### config.mk
export PLATFORM = sky130hd
export DESIGN_NAME = video_mixer
export DESIGN_NICKNAME = d
export VERILOG_FILES = /design/src/rtl/video_mixer.sv
export SDC_FILE = /design/constraint.sdc
export NUM_CORES = 1
export LEC_CHECK = 0
export BUFFER_PORTS_ARGS = -buffer_cell sky130_fd_sc_hd__buf_2
export CORE_AREA = 2 2 78 80
export CTS_BUF_LIST = sky130_fd_sc_hd__clkbuf_16
export DETAILED_ROUTE_END_ITERATION = 8
export DIE_AREA = 0 0 80 82
export GPL_TIMING_DRIVEN = 0
export PLACE_DENSITY_LB_ADDON = 0.2
export SYNTH_ARGS = -nofsm -noshare
export SYNTH_HDL_FRONTEND = slang
export SYNTH_SLANG_ARGS = --single-unit
### constraint.sdc
create_clock -name CLK_6M -period 2 [get_ports CLK_6M]
set_input_delay 0.2 -clock CLK_6M [delete_from_list [all_inputs] [get_ports CLK_6M]]
set_output_delay 0.2 -clock CLK_6M [all_outputs]
set_load 0.02 [all_outputs]
### src/rtl/video_mixer.sv
// Purpose : mixes tile and sprite colour indices into a palette address and tracks HPOS/VPOS from the syncs.
// Latency : 3 clocks from input sample to PA/nBLANK (stage 1 capture, stage 2 select, stage 3 output).
// Backpressure: none; one pixel accepted and one result produced every clock, no stalls.
//
// Ports: CLK_6M pixel clock, nRST async active-low reset, nHSYNC/nVSYNC active-low syncs,
//        DOT/TPR tile index/priority, SDOT/SPRI sprite index/priority, nBANKWE/MD CPU bank write,
//        PA palette address {bank, source, index}, nBLANK active window, HPOS/VPOS counters.
// Option : define VIDEO_MIXER_LAYER_MASK_EN to add per-layer disable bits (MD[6] sprite, MD[7] tile).
module video_mixer #(
  parameter logic [8:0] H_ACTIVE_START = 9'd64,
  parameter logic [8:0] V_ACTIVE_START = 9'd16
) (
  input  logic       CLK_6M,
  input  logic       nRST,
  input  logic       nHSYNC,
  input  logic       nVSYNC,
  input  logic [7:0] DOT,
  input  logic [2:0] TPR,
  input  logic [7:0] SDOT,
  input  logic [2:0] SPRI,
  input  logic       nBANKWE,
  input  logic [7:0] MD,
  output logic [9:0] PA,
  output logic       nBLANK,
  output logic [8:0] HPOS,
  output logic [8:0] VPOS
);

  // Last active positions, computed one bit wider so a large start value cannot wrap.
  localparam logic [9:0] H_LAST = {1'b0, H_ACTIVE_START} + 10'd287;
  localparam logic [9:0] V_LAST = {1'b0, V_ACTIVE_START} + 10'd223;

  logic       hs_q, vs_q;
  logic       hs_fall, vs_fall;
  logic       bank_pending, bank_active;

  logic [7:0] s1_dot, s1_sdot;
  logic [2:0] s1_tpr, s1_spri;
  logic       s1_act;
  logic       s2_src, s2_act;
  logic [7:0] s2_idx;

  logic       active_now;
  logic       spr_opaque;
  logic [7:0] tile_idx;
  logic       sel_spr;

  // Sync history resets high so a sync held low through reset release is seen as a fall.
  assign hs_fall = hs_q & ~nHSYNC;
  assign vs_fall = vs_q & ~nVSYNC;

  always_ff @(posedge CLK_6M or negedge nRST) begin
    if (!nRST) begin
      hs_q <= 1'b1;
      vs_q <= 1'b1;
      HPOS <= 9'd0;
      VPOS <= 9'd0;
    end else begin
      hs_q <= nHSYNC;
      vs_q <= nVSYNC;
      if (hs_fall)
        HPOS <= 9'd0;
      else if (HPOS != 9'h1FF)
        HPOS <= HPOS + 9'd1;
      if (vs_fall)
        VPOS <= 9'd0;
      else if (hs_fall && (VPOS != 9'h1FF))
        VPOS <= VPOS + 9'd1;
    end
  end

  // bank_active samples the pre-write bank_pending, so a write coincident with a
  // line start only takes effect at the following line start.
  always_ff @(posedge CLK_6M or negedge nRST) begin
    if (!nRST) begin
      bank_pending <= 1'b0;
      bank_active  <= 1'b0;
    end else begin
      if (!nBANKWE)
        bank_pending <= MD[0];
      if (hs_fall)
        bank_active <= bank_pending;
    end
  end

`ifdef VIDEO_MIXER_LAYER_MASK_EN
  logic spr_dis, tile_dis;
  logic unused_md;
  assign unused_md = ^MD[5:1];

  always_ff @(posedge CLK_6M or negedge nRST) begin
    if (!nRST) begin
      spr_dis  <= 1'b0;
      tile_dis <= 1'b0;
    end else if (!nBANKWE) begin
      spr_dis  <= MD[6];
      tile_dis <= MD[7];
    end
  end

  assign spr_opaque = (s1_sdot[3:0] != 4'hF) && !spr_dis;
  assign tile_idx   = tile_dis ? 8'h00 : s1_dot;
`else
  logic unused_md;
  assign unused_md = ^MD[7:1];

  assign spr_opaque = (s1_sdot[3:0] != 4'hF);
  assign tile_idx   = s1_dot;
`endif

  assign active_now = (HPOS >= H_ACTIVE_START) && ({1'b0, HPOS} <= H_LAST) &&
                      (VPOS >= V_ACTIVE_START) && ({1'b0, VPOS} <= V_LAST);

  // Ties go to the sprite; a transparent sprite never wins.
  assign sel_spr = spr_opaque && (s1_spri >= s1_tpr);

  always_ff @(posedge CLK_6M or negedge nRST) begin
    if (!nRST) begin
      s1_dot  <= 8'h00;
      s1_tpr  <= 3'd0;
      s1_sdot <= 8'h00;
      s1_spri <= 3'd0;
      s1_act  <= 1'b0;
      s2_src  <= 1'b0;
      s2_idx  <= 8'h00;
      s2_act  <= 1'b0;
      PA      <= 10'h000;
      nBLANK  <= 1'b0;
    end else begin
      s1_dot  <= DOT;
      s1_tpr  <= TPR;
      s1_sdot <= SDOT;
      s1_spri <= SPRI;
      s1_act  <= active_now;
      s2_src  <= sel_spr;
      s2_idx  <= sel_spr ? s1_sdot : tile_idx;
      s2_act  <= s1_act;
      PA      <= s2_act ? {bank_active, s2_src, s2_idx} : 10'h000;
      nBLANK  <= s2_act;
    end
  end

endmodule
# == Yosys cells after proc, flatten, opt, wreduce, memory -nomap -nowiden ==
# Cells that the tools add are included.
# totals
regBits,66
inputBits,35
output_inout_bits,29
wordCells,43
# op_classes
n_addsub,2
magnitude_cmp,5
eq_ne,3
mux,6
n_bitwise,4
n_reduce_logical,7
# op_table
op,count
$mux W9,4
$add A9 B1 Y9 const B,2
$ne A9 B9 Y1 const B,2
$mux W10,1
$ge A9 B5 Y1 const B,1
$ge A9 B7 Y1 const B,1
$le A9 B8 Y1 const B,1
$le A9 B9 Y1 const B,1
$mux W8,1
$logic_and A1 B1 Y1,5
$ne A4 B4 Y1 const B,1
$reduce_bool A2 Y1,2
$ge A3 B3 Y1,1
$and A1 B1 Y1,2
$not A1 Y1,2

# == Depth between registers and ports, before layout ==
# Gate-level depths: netlist (run 1).
# depth
ltp_word,5
depth_mapped,9

# == Worst setup path after synthesis (run 1) ==
# No wires, ideal clock.
# synth_path
path_kind,register to register
startpoint,register VPOS[0]
endpoint,register VPOS[7]
setup_time_ns,0.130
arrival_time_ns,1.874
t_required_ns,1.870
setup_slack_ns,-0.004
stages_incl_launch_ff,8
period_less_slack_ns,2.004
cell_sequence,dfrtp_1 ha_1 and3_1 ha_1 nor3b_4 and4bb_1 xnor2_1 nor2_1
# synth_via
elab_chain_len,3
# synth_rtl
element,line_no,rtl
start: declaration,26,output logic [8:0] VPOS
start signal: assignment,68,VPOS <= VPOS + 9'd1;
$add A9 B1 Y9 / $ne A9 B9 Y1 (equally long branches),"68, 67",
$mux W9 / $logic_and A1 B1 Y1 (equally long branches),67,else if (hs_fall && (VPOS != 9'h1FF))
$mux W9 / $reduce_bool A2 Y1 (equally long branches),n/a,
# Several ways; a longest one is shown, not always the timed one. The select of a mux whose other input is x is not followed.
# A chain may end at the register's enable or synchronous reset.

# == Final worst setup path (run 1) ==
# layout_path
startpoint,register VPOS[2]
endpoint,register VPOS[7]
# The elaborated chain is that of the path after synthesis.

==> results of run 1 <==
## flip-flops by register name, indices dropped and copies added (netlist names)
| signal | cells |
|---|---|
| VPOS | 9 |
| s1_act | 1 |
| PA | 10 |
| s1_tpr | 3 |
| hs_q | 1 |
| bank_pending | 1 |
| s2_idx | 8 |
| s2_src | 1 |
| s1_spri | 3 |
| HPOS | 9 |
| nBLANK | 1 |
| vs_q | 1 |
| s1_sdot | 8 |
| s2_act | 1 |
| s1_dot | 8 |
| bank_active | 1 |
## layout make-up
type / instances / area [µm²] / share of cell area (%)
Timing Repair Buffer: 89 / 592 / 17.0
Clock inverter: 7 / 62.6 / 1.79
Multi-Input combinational cell: 105 / 806 / 23.1
Inverter: 8 / 35.0 / 1.00
Clock buffer: 9 / 225 / 6.46
Buffer: 3 / 13.8 / 0.395
Tap cell: 75 / 93.8 / 2.69
Sequential cell: 66 / 1660 / 47.6
## final timing paths
path                            slack [ns]                   to  cells past startpoint
worst min-delay path                 -0.03  s1_dot[1]$_DFF_PN0_                      1
worst max register to register        0.05  VPOS[7]$_DFFE_PN0P_                      7
max in group asynchronous             1.46  VPOS[2]$_DFFE_PN0P_                      1
worst max-delay path                  0.05  VPOS[7]$_DFFE_PN0P_                      7
worst min register to register        0.35     s2_act$_DFF_PN0_                      0
min in group CLK_6M                   0.01       hs_q$_DFF_PN1_                      1
## through the flow
| stage | utilization [%] | instance area, µm² | total power, mW | setup TNS [ns] |
|---|---|---|---|---|
| detailed placement | 50.0 | 2870 | 1.86 | -0.352 |
| global route | 60.7 | 3490 | 3.55 | -0.00924 |
| floorplan | - | 2500 | 1.73 | 0 |
| global placement | 50.0 | 2870 | 1.85 | -0.337 |
| CTS | 59.3 | 3410 | 3.41 | 0 |
| finish | 60.7 | 3490 | 3.39 | 0 |
## synthesized netlist by cell type (2+ instances only)
cell,count
sky130_fd_sc_hd__o22a_1,2
sky130_fd_sc_hd__nand2_1,5
sky130_fd_sc_hd__nor2b_1,3
sky130_fd_sc_hd__and3_1,3
sky130_fd_sc_hd__dfrtp_1,64
sky130_fd_sc_hd__inv_1,7
sky130_fd_sc_hd__xor2_1,8
sky130_fd_sc_hd__ha_1,9
sky130_fd_sc_hd__nor4_1,2
sky130_fd_sc_hd__nor2_1,20
sky130_fd_sc_hd__dfstp_2,2
sky130_fd_sc_hd__a21oi_1,3
sky130_fd_sc_hd__mux2i_1,3
sky130_fd_sc_hd__and2_1,10
sky130_fd_sc_hd__or3_1,3
sky130_fd_sc_hd__mux2_4,4
sky130_fd_sc_hd__o21ai_0,2
sky130_fd_sc_hd__nand3_1,3
sky130_fd_sc_hd__mux2_2,4
sky130_fd_sc_hd__nand4_1,5
sky130_fd_sc_hd__xnor2_1,5
## cell usage in the layout (no fill, tap or decap), types with 2 or more instances in the layout
cell type | synthesis | routed
sky130_fd_sc_hd__ha_2 | 0 | 2
sky130_fd_sc_hd__mux2_4 | 4 | 4
sky130_fd_sc_hd__clkinvlp_4 | 0 | 2
sky130_fd_sc_hd__o21ai_0 | 2 | 2
sky130_fd_sc_hd__a21oi_1 | 3 | 2
sky130_fd_sc_hd__dfstp_2 | 2 | 2
sky130_fd_sc_hd__or3_1 | 3 | 3
sky130_fd_sc_hd__ha_1 | 9 | 7
sky130_fd_sc_hd__buf_4 | 0 | 10
sky130_fd_sc_hd__inv_1 | 7 | 9
sky130_fd_sc_hd__nand2_1 | 5 | 5
sky130_fd_sc_hd__nor2_1 | 20 | 20
sky130_fd_sc_hd__xnor2_1 | 5 | 5
sky130_fd_sc_hd__xor2_1 | 8 | 8
sky130_fd_sc_hd__nand4_1 | 5 | 5
sky130_fd_sc_hd__clkinv_2 | 0 | 2
sky130_fd_sc_hd__dlygate4sd3_1 | 0 | 23
sky130_fd_sc_hd__clkbuf_16 | 0 | 9
sky130_fd_sc_hd__dfrtp_1 | 64 | 60
sky130_fd_sc_hd__and3_1 | 3 | 2
sky130_fd_sc_hd__and2_1 | 10 | 10
sky130_fd_sc_hd__mux2i_1 | 3 | 3
sky130_fd_sc_hd__mux2_2 | 4 | 4
sky130_fd_sc_hd__o22a_1 | 2 | 2
sky130_fd_sc_hd__nand3_1 | 3 | 3
sky130_fd_sc_hd__nor4_1 | 2 | 2
sky130_fd_sc_hd__buf_2 | 1 | 56
sky130_fd_sc_hd__dfrtp_2 | 0 | 4
sky130_fd_sc_hd__nor2b_1 | 3 | 3
## critical path, delay by kind of cell, from the launching register on
family / cells / cell delay [ns]
simple gates: 5 / 1.06
flops: 1 / 0.43
fa+ha+maj: 1 / 0.21
xor+xnor: 1 / 0.13
## timing repair
| item | CTS | global route |
|---|---|---|
| resized for setup | 0 | 8 |
| endpoints found under the hold margin | 23 | 0 |
| setup buffers | 2 | 8 |
| hold buffers | 23 | 0 |
| pin swaps | 1 | 2 |
| endpoints found under the setup margin | 7 | 9 |
## layer usage
metal	routed length (µm)	track usage [%]	share of wire, %
met1	2030	17.7	42
met2	2460	24.8	51
met5	0	0	0
met4	81	7.12	1.7
met3	212	6.04	4.4
## power breakdown
| group | internal (mW) | total, mW | switching (mW) | leakage [nW] |
|---|---|---|---|---|
| logic | 0.195 | 0.400 | 0.205 | 0.786 |
| registers | 1.43 | 1.50 | 0.0659 | 0.826 |
| clock network | 0.949 | 1.49 | 0.544 | 0.144 |
## logic make-up (layout without fill, tap and decap cells)
family	count (synthesis)	after routing
flops	66	66
simple gates	60	60
xor+xnor	13	13
compound gates	12	12
mux	11	11
buf+inv	11	116
fa+ha+maj	9	9
==> insert_results.sql, run 1 <==
INSERT INTO impl_metrics (metric_group, metric, value, unit) VALUES
('sta', 'count_of_final_hold_check_violations', '64', ''),
('grt', 'global_route.usage.total', '15.2', '%'),
('detailed_routing', 'vias', '1669', ''),
('place', 'post-dp-hpwl', '2720', 'µm'),
('sta', 'post-route-worst-setup-slack', '0.0514', 'ns'),
('cts', 'numCtsBuffers', '9', ''),
('die', 'io-pin-count', '64', ''),
('cells_and_area', 'post_route_cells_drive_above_1_share', '36.6', '%'),
('cells_and_area', 'antenna-diode-count', '0', ''),
('cells_and_area', 'design.final.nets', '326', ''),
('setup_path', 'crit_fanout', '7', ''),
('logic_synthesis', 'mean_post_synth_cell_area', '13.7', 'µm²'),
('logic_synthesis', 'synth_top_family_by_area', 'simple AND/OR/NAND/NOR gates', ''),
('power', 'ir_worst_vdd', '0.592', 'mV'),
('place', 'numPlacedInstances', '313', ''),
('die', 'floorplan.initialDensity', '43.4', '%'),
('logic_synthesis', 'yosys_warnings', '0', ''),
('setup_path', 'start_kind', 'flop', ''),
('logic_synthesis', 'synth_nets', '226', ''),
('logic_synthesis', 'netlist_instances', '182', ''),
('sta', 'clock-skew-final', '0.00871', 'ns'),
('logic_synthesis', 'area_share_of_the_largest_cell_type_after_synthesis', '64.2', '%'),
('place', 'preCtsSetupSlack', '-0.122', 'ns'),
('detailed_routing', 'antenna_violating_nets_post_route', '0', ''),
('sta', 'fin_hold_ws', '-0.0324', 'ns'),
('die', 'std_cell_rows', '28', ''),
('logic_synthesis', 'yosys.area_share.xor_xnor', '4.56', '%'),
('logic_synthesis', 'synth_edf_count', '0', ''),
('logic_synthesis', 'yosys_register_bits', '66', ''),
('setup_path', 'worst-endpoint-arrival', '2.14', 'ns'),
('grt', 'overflow', '0', ''),
('grt', 'antenna_found_initial', '0', ''),
('setup_path', 'worst_path_max_delay_cell', 'sky130_fd_sc_hd__dfrtp_2', ''),
('sta', 'max_freq', '513', 'MHz'),
('power', 'p_per_area', '973', 'mW/mm²'),
('detailed_routing', 'detail_route.wl_per_cell', '13.2', 'µm'),
('logic_synthesis', 'post_synth_top_area_cell', 'sky130_fd_sc_hd__dfrtp_1', ''),
('grt', 'via_count_of_the_first_global_routing_pass', '1569', ''),
('setup_path', 'rr_startpoint', 'VPOS[2]$_DFFE_PN0P_', ''),
('outcome', 'violations', 'hold timing', ''),
('setup_path', 'timing.critical_path.required', '2.19', 'ns'),
('outcome', 'run_status', 'finished, violations left', ''),
('detailed_routing', 'dr.first_iter.drc_count', '66', ''),
('detailed_routing', 'detailed_routing_iteration_count_for_the_pre_antenna_repair_pass', '4', ''),
('logic_synthesis', 'syn-cell-area', '0.00249', 'mm²'),
('cts', 'cts_sinks', '66', ''),
('cells_and_area', 'post_layout_nonfiller_instances', '362', ''),
('logic_synthesis', 'proportion_of_synthesized_chip_area_in_sequential_cells', '66.3', '%'),
('sta', 'timing.slew.headroom', '46.3', '%'),
('cts', 'path_clk_slew', '0.05', 'ns'),
('run', 'drv_cap', '0', ''),
('die', 'dieArea', '0.00656', 'mm²'),
('logic_synthesis', 'share_of_async_settable_or_async_resettable_flops_after_synthesis', '100', '%'),
('setup_path', 'setup.worst_path.end_class', 'flop', ''),
('sta', 'slew_viol_final', '0', ''),
('place', 'place.gp.congestion', '0.740', ''),
('setup_path', 'critical_path_class', 'reg2reg', ''),
('logic_synthesis', 'post_synth_fa_ha_maj_area_fraction', '4.51', '%'),
('grt', 'grt_pass1_wl', '7330', 'µm'),
('cts', 'cts_max_path_buffers', '2', ''),
('die', 'core_area', '0.00575', 'mm²'),
('cts', 'cts_tree', 'yes', ''),
('detailed_routing', 'avgViaCountPerCell', '4.61', ''),
('cts', 'worst_skew_pair.late_latency', '0.33', 'ns'),
('logic_synthesis', 'synth_area_leaders', 'sky130_fd_sc_hd__dfrtp_1, sky130_fd_sc_hd__ha_1, sky130_fd_sc_hd__nor2_1', ''),
('power', 'power_leakage', '1.76', 'nW'),
('setup_path', 'critical_path.max_stage_delay', '0.43', 'ns'),
('setup_path', 'cell_by_cell_trace_of_the_critical_path', 'and3_4, and3_1, ha_1, nor3b_4, and4bb_1, xnor2_1, nor2_1', ''),
('grt', 'grt_max_degree', '67', ''),
('logic_synthesis', 'synthFlopType', 'sky130_fd_sc_hd__dfrtp_1', ''),
('detailed_routing', 'drt_drc_violations_left', '0', '');
Power figures use the tool's default switching activity.
==> inputs of run 2 (changes only) <==
Settings changed: CELL_PAD_IN_SITES_DETAIL_PLACEMENT set to 0, CELL_PAD_IN_SITES_GLOBAL_PLACEMENT set to 1, CORE_AREA 2 2 78 80 to 2 2 82 84, DIE_AREA 0 0 80 82 to 0 0 84 86.
==> run 2 against run 1 <==
Net effect: the run still ends with hold timing left; critical path depth stayed put; sequential power hardly changed; global-route usage fell by 1.0 points; maximum frequency rose by 2.5%; non-clock buffer count increased by 1; sequential share of layout area down 0.082 points; core utilization decreased by 5.0 points; wire length shrank 2.2%; worst setup slack gained 0.048 ns; die area rose by 10%; first-iteration DRC count is 45% lower; highest routed layer unchanged.
==> insert_results.sql, run 2 (synthesis results as in run 1) <==
INSERT INTO impl_metrics (metric_group, metric, value, unit) VALUES
('sta', 'slew_viol_final', '0', ''),
('cts', 'numCtsBuffers', '9', ''),
('detailed_routing', 'drt_drc_violations_left', '0', ''),
('cells_and_area', 'number_of_flip_flops_in_the_largest_register', '10', ''),
('cells_and_area', 'mostFrequentLayoutCell', 'sky130_fd_sc_hd__dfrtp_1', ''),
('cells_and_area', 'antenna-diode-count', '0', ''),
('cts', 'cts_sinks', '66', ''),
('grt', 'antenna_found_initial', '0', ''),
('setup_path', 'start_kind', 'flop', ''),
('detailed_routing', 'antenna_violating_nets_post_route', '0', ''),
('sta', 'layout_worst_path_cycle_share', '95.1', '%'),
('detailed_routing', 'detailed_routing_iteration_count_for_the_pre_antenna_repair_pass', '4', ''),
('cells_and_area', 'largest_register', 'PA', ''),
('setup_path', 'crit_fanout', '6', ''),
('cts', 'htree_num_levels', '3', ''),
('detailed_routing', 'wl_met3', '206', 'µm'),
('place', 'place.port_buffers', '56', ''),
('grt', 'via_count_of_the_first_global_routing_pass', '1659', ''),
('power', 'power_leakage', '1.75', 'nW'),
('cells_and_area', 'final_util', '55.7', '%'),
('die', 'core_area', '0.00628', 'mm²'),
('detailed_routing', 'met2_wirelength', '2330', 'µm'),
('sta', 'clock-skew-final', '0.00533', 'ns'),
('sta', 'worst_slew_pin_slew', '0.797', 'ns'),
('setup_path', 'setup.worst_path.start', 'HPOS[0]$_DFFE_PN0P_', ''),
('setup_path', 'timing.rr.end', 'HPOS[7]$_DFFE_PN0P_', ''),
('cells_and_area', 'finish.instance_area', '0.00350', 'mm²'),
('place', 'place_area', '0.00288', 'mm²'),
('outcome', 'violations', 'hold timing', ''),
('min_path', 'min_path_type', 'in2async', ''),
('cells_and_area', 'fill_cells', '551', ''),
('sta', 'max_freq', '526', 'MHz'),
('sta', 'timing.slew.headroom', '46.9', '%'),
('cells_and_area', 'design.final.nets', '327', ''),
('detailed_routing', 'dr.first_iter.drc_count', '36', ''),
('grt', 'grt_pass1_wl', '7790', 'µm'),
('detailed_routing', 'detail_route.wl_per_cell', '12.9', 'µm'),
('detailed_routing', 'routed_wirelength', '4680', 'µm'),
('grt', 'overflow', '0', ''),
('setup_path', 'rrSetupSlack', '0.1', 'ns'),
('cells_and_area', 'post_route_cells_drive_above_1_share', '36.4', '%'),
('sta', 'post-route-worst-setup-slack', '0.0990', 'ns'),
('cells_and_area', 'synthToLayoutAreaGrowth', '40.2', '%'),
('die', 'floorplan.die.width', '84', 'µm'),
('cells_and_area', 'layout.cells.most_common_list', 'sky130_fd_sc_hd__dfrtp_1, sky130_fd_sc_hd__buf_2, sky130_fd_sc_hd__dlygate4sd3_1', ''),
('setup_path', 'worst-endpoint-arrival', '2.14', 'ns'),
('detailed_routing', 'top_layer', 'met4', ''),
('place', 'post-dp-hpwl', '2820', 'µm'),
('outcome', 'run_status', 'finished, violations left', ''),
('sta', 'final-setup-viol-count', '0', ''),
('setup_path', 'setup.worst_path.end_class', 'flop', ''),
('sta', 'fin_hold_ws', '-0.0366', 'ns'),
('grt', 'global_route.usage.total', '14.2', '%'),
('sta', 'count_of_final_hold_check_violations', '64', ''),
('cts', 'cts_tree', 'yes', ''),
('cts', 'path_clk_slew', '0.05', 'ns'),
('grt', 'grt_max_degree', '67', ''),
('run', 'drv_cap', '0', ''),
('cts', 'cts_max_path_buffers', '2', ''),
('setup_path', 'rr_startpoint', 'HPOS[0]$_DFFE_PN0P_', ''),
('die', 'io-pin-count', '64', ''),
('cells_and_area', 'post_layout_nonfiller_instances', '363', ''),
('place', 'preCtsSetupSlack', '-0.133', 'ns'),
('cts', 'worst_skew_pair.late_latency', '0.32', 'ns'),
('die', 'die_h', '86', 'µm'),
('cts', 'ctsRootBufferMaster', 'sky130_fd_sc_hd__clkbuf_16', ''),
('setup_path', 'critical_path_class', 'reg2reg', ''),
('detailed_routing', 'avgViaCountPerCell', '4.56', ''),
('die', 'std_cell_rows', '29', ''),
('setup_path', 'worst_r2r_path_depth', '7', ''),
('die', 'floorplan.initialDensity', '39.7', '%'),
('detailed_routing', 'detail_route.wirelength.met1', '2030', 'µm'),
('detailed_routing', 'vias', '1654', ''),
('setup_path', 'timing.critical_path.required', '2.24', 'ns'),
('place', 'numPlacedInstances', '315', ''),
('power', 'ir_worst_vdd', '0.552', 'mV'),
('die', 'dieArea', '0.00722', 'mm²'),
('sta', 'final.min_clock_period', '1.90', 'ns'),
('cells_and_area', 'biggestRegsByFlops', 'PA (10), HPOS (9), VPOS (9)', ''),
('power', 'p_per_area', '965', 'mW/mm²'),
('place', 'place.gp.congestion', '0.709', '');
==> run 2: cell types whose count changed in the layout (fill, tap and decap cells not counted), moves of 2 or more <==
cell	previous run	this run
sky130_fd_sc_hd__clkinv_1	0	2
sky130_fd_sc_hd__clkinv_2	2	0
sky130_fd_sc_hd__dfrtp_1	60	58
sky130_fd_sc_hd__dfrtp_2	4	6
==> run 2: per-layer routing <==
layer | up-vias | global-route usage, %
met3 | 12 | 4.43
li1 | 812 | -
met4 | 0 | 8.21
met1 | 791 | 16.7
met5 | - | 0
met2 | 39 | 23.1
==> run 2: area by class of cell <==
class / instances / area [µm²] / area share, %
plain buffers: 2 / 8.76 / 0.250
clock buffers: 9 / 225 / 6.44
clock inverters: 5 / 48.8 / 1.39
inverters: 8 / 35.0 / 1.00
multi-input cells: 105 / 812 / 23.2
flip-flops and latches: 66 / 1660 / 47.5
well taps: 77 / 96.3 / 2.75
repair buffers: 91 / 611 / 17.5
==> run 2: power breakdown <==
part,internal [mW],switching [mW]
registers,1.43,0.0670
clock network,0.935,0.524
logic,0.208,0.208
==> run 2: repair_timing <==
| action | in CTS | in global routing |
|---|---|---|
| endpoints found under the setup margin | 7 | 11 |
| hold buffers | 23 | 0 |
| endpoints found under the hold margin | 23 | 0 |
| pin swaps | 1 | 3 |
| resized for setup | 0 | 12 |
| cloned | 0 | 0 |
| buffers inserted | 5 | 7 |
==> run 2: how the worst max path moves through the flow <==
stage                                      to  slack [ns]  cells past startpoint
after global routing      VPOS[4]$_DFFE_PN0P_       -0.01                      8
final                     HPOS[7]$_DFFE_PN0P_         0.1                      7
after detailed placement  VPOS[7]$_DFFE_PN0P_       -0.13                      7
after CTS                 HPOS[7]$_DFFE_PN0P_        0.05                      8
after floorplan           VPOS[7]$_DFFE_PN0P_       0.003                      7
after global placement    VPOS[7]$_DFFE_PN0P_       -0.12                      7
==> run 2: per-stage QoR <==
step	total power, mW	TNS, ns
after global placement	1.86	-0.348
final	3.38	0
after global routing	3.54	-0.0207
after floorplan	1.73	0
after detailed placement	1.86	-0.377
after CTS	3.38	0
==> run 2: critical path: stages, from the launching register on <==
cell and delay (ns):
sky130_fd_sc_hd__dfrtp_1 0.39, sky130_fd_sc_hd__ha_1 0.25, sky130_fd_sc_hd__nand3_1 0.09, sky130_fd_sc_hd__nor2_1 0.05, sky130_fd_sc_hd__ha_1 0.28, sky130_fd_sc_hd__or2_4 0.31, sky130_fd_sc_hd__or3_1 0.31, sky130_fd_sc_hd__a21oi_1 0.15
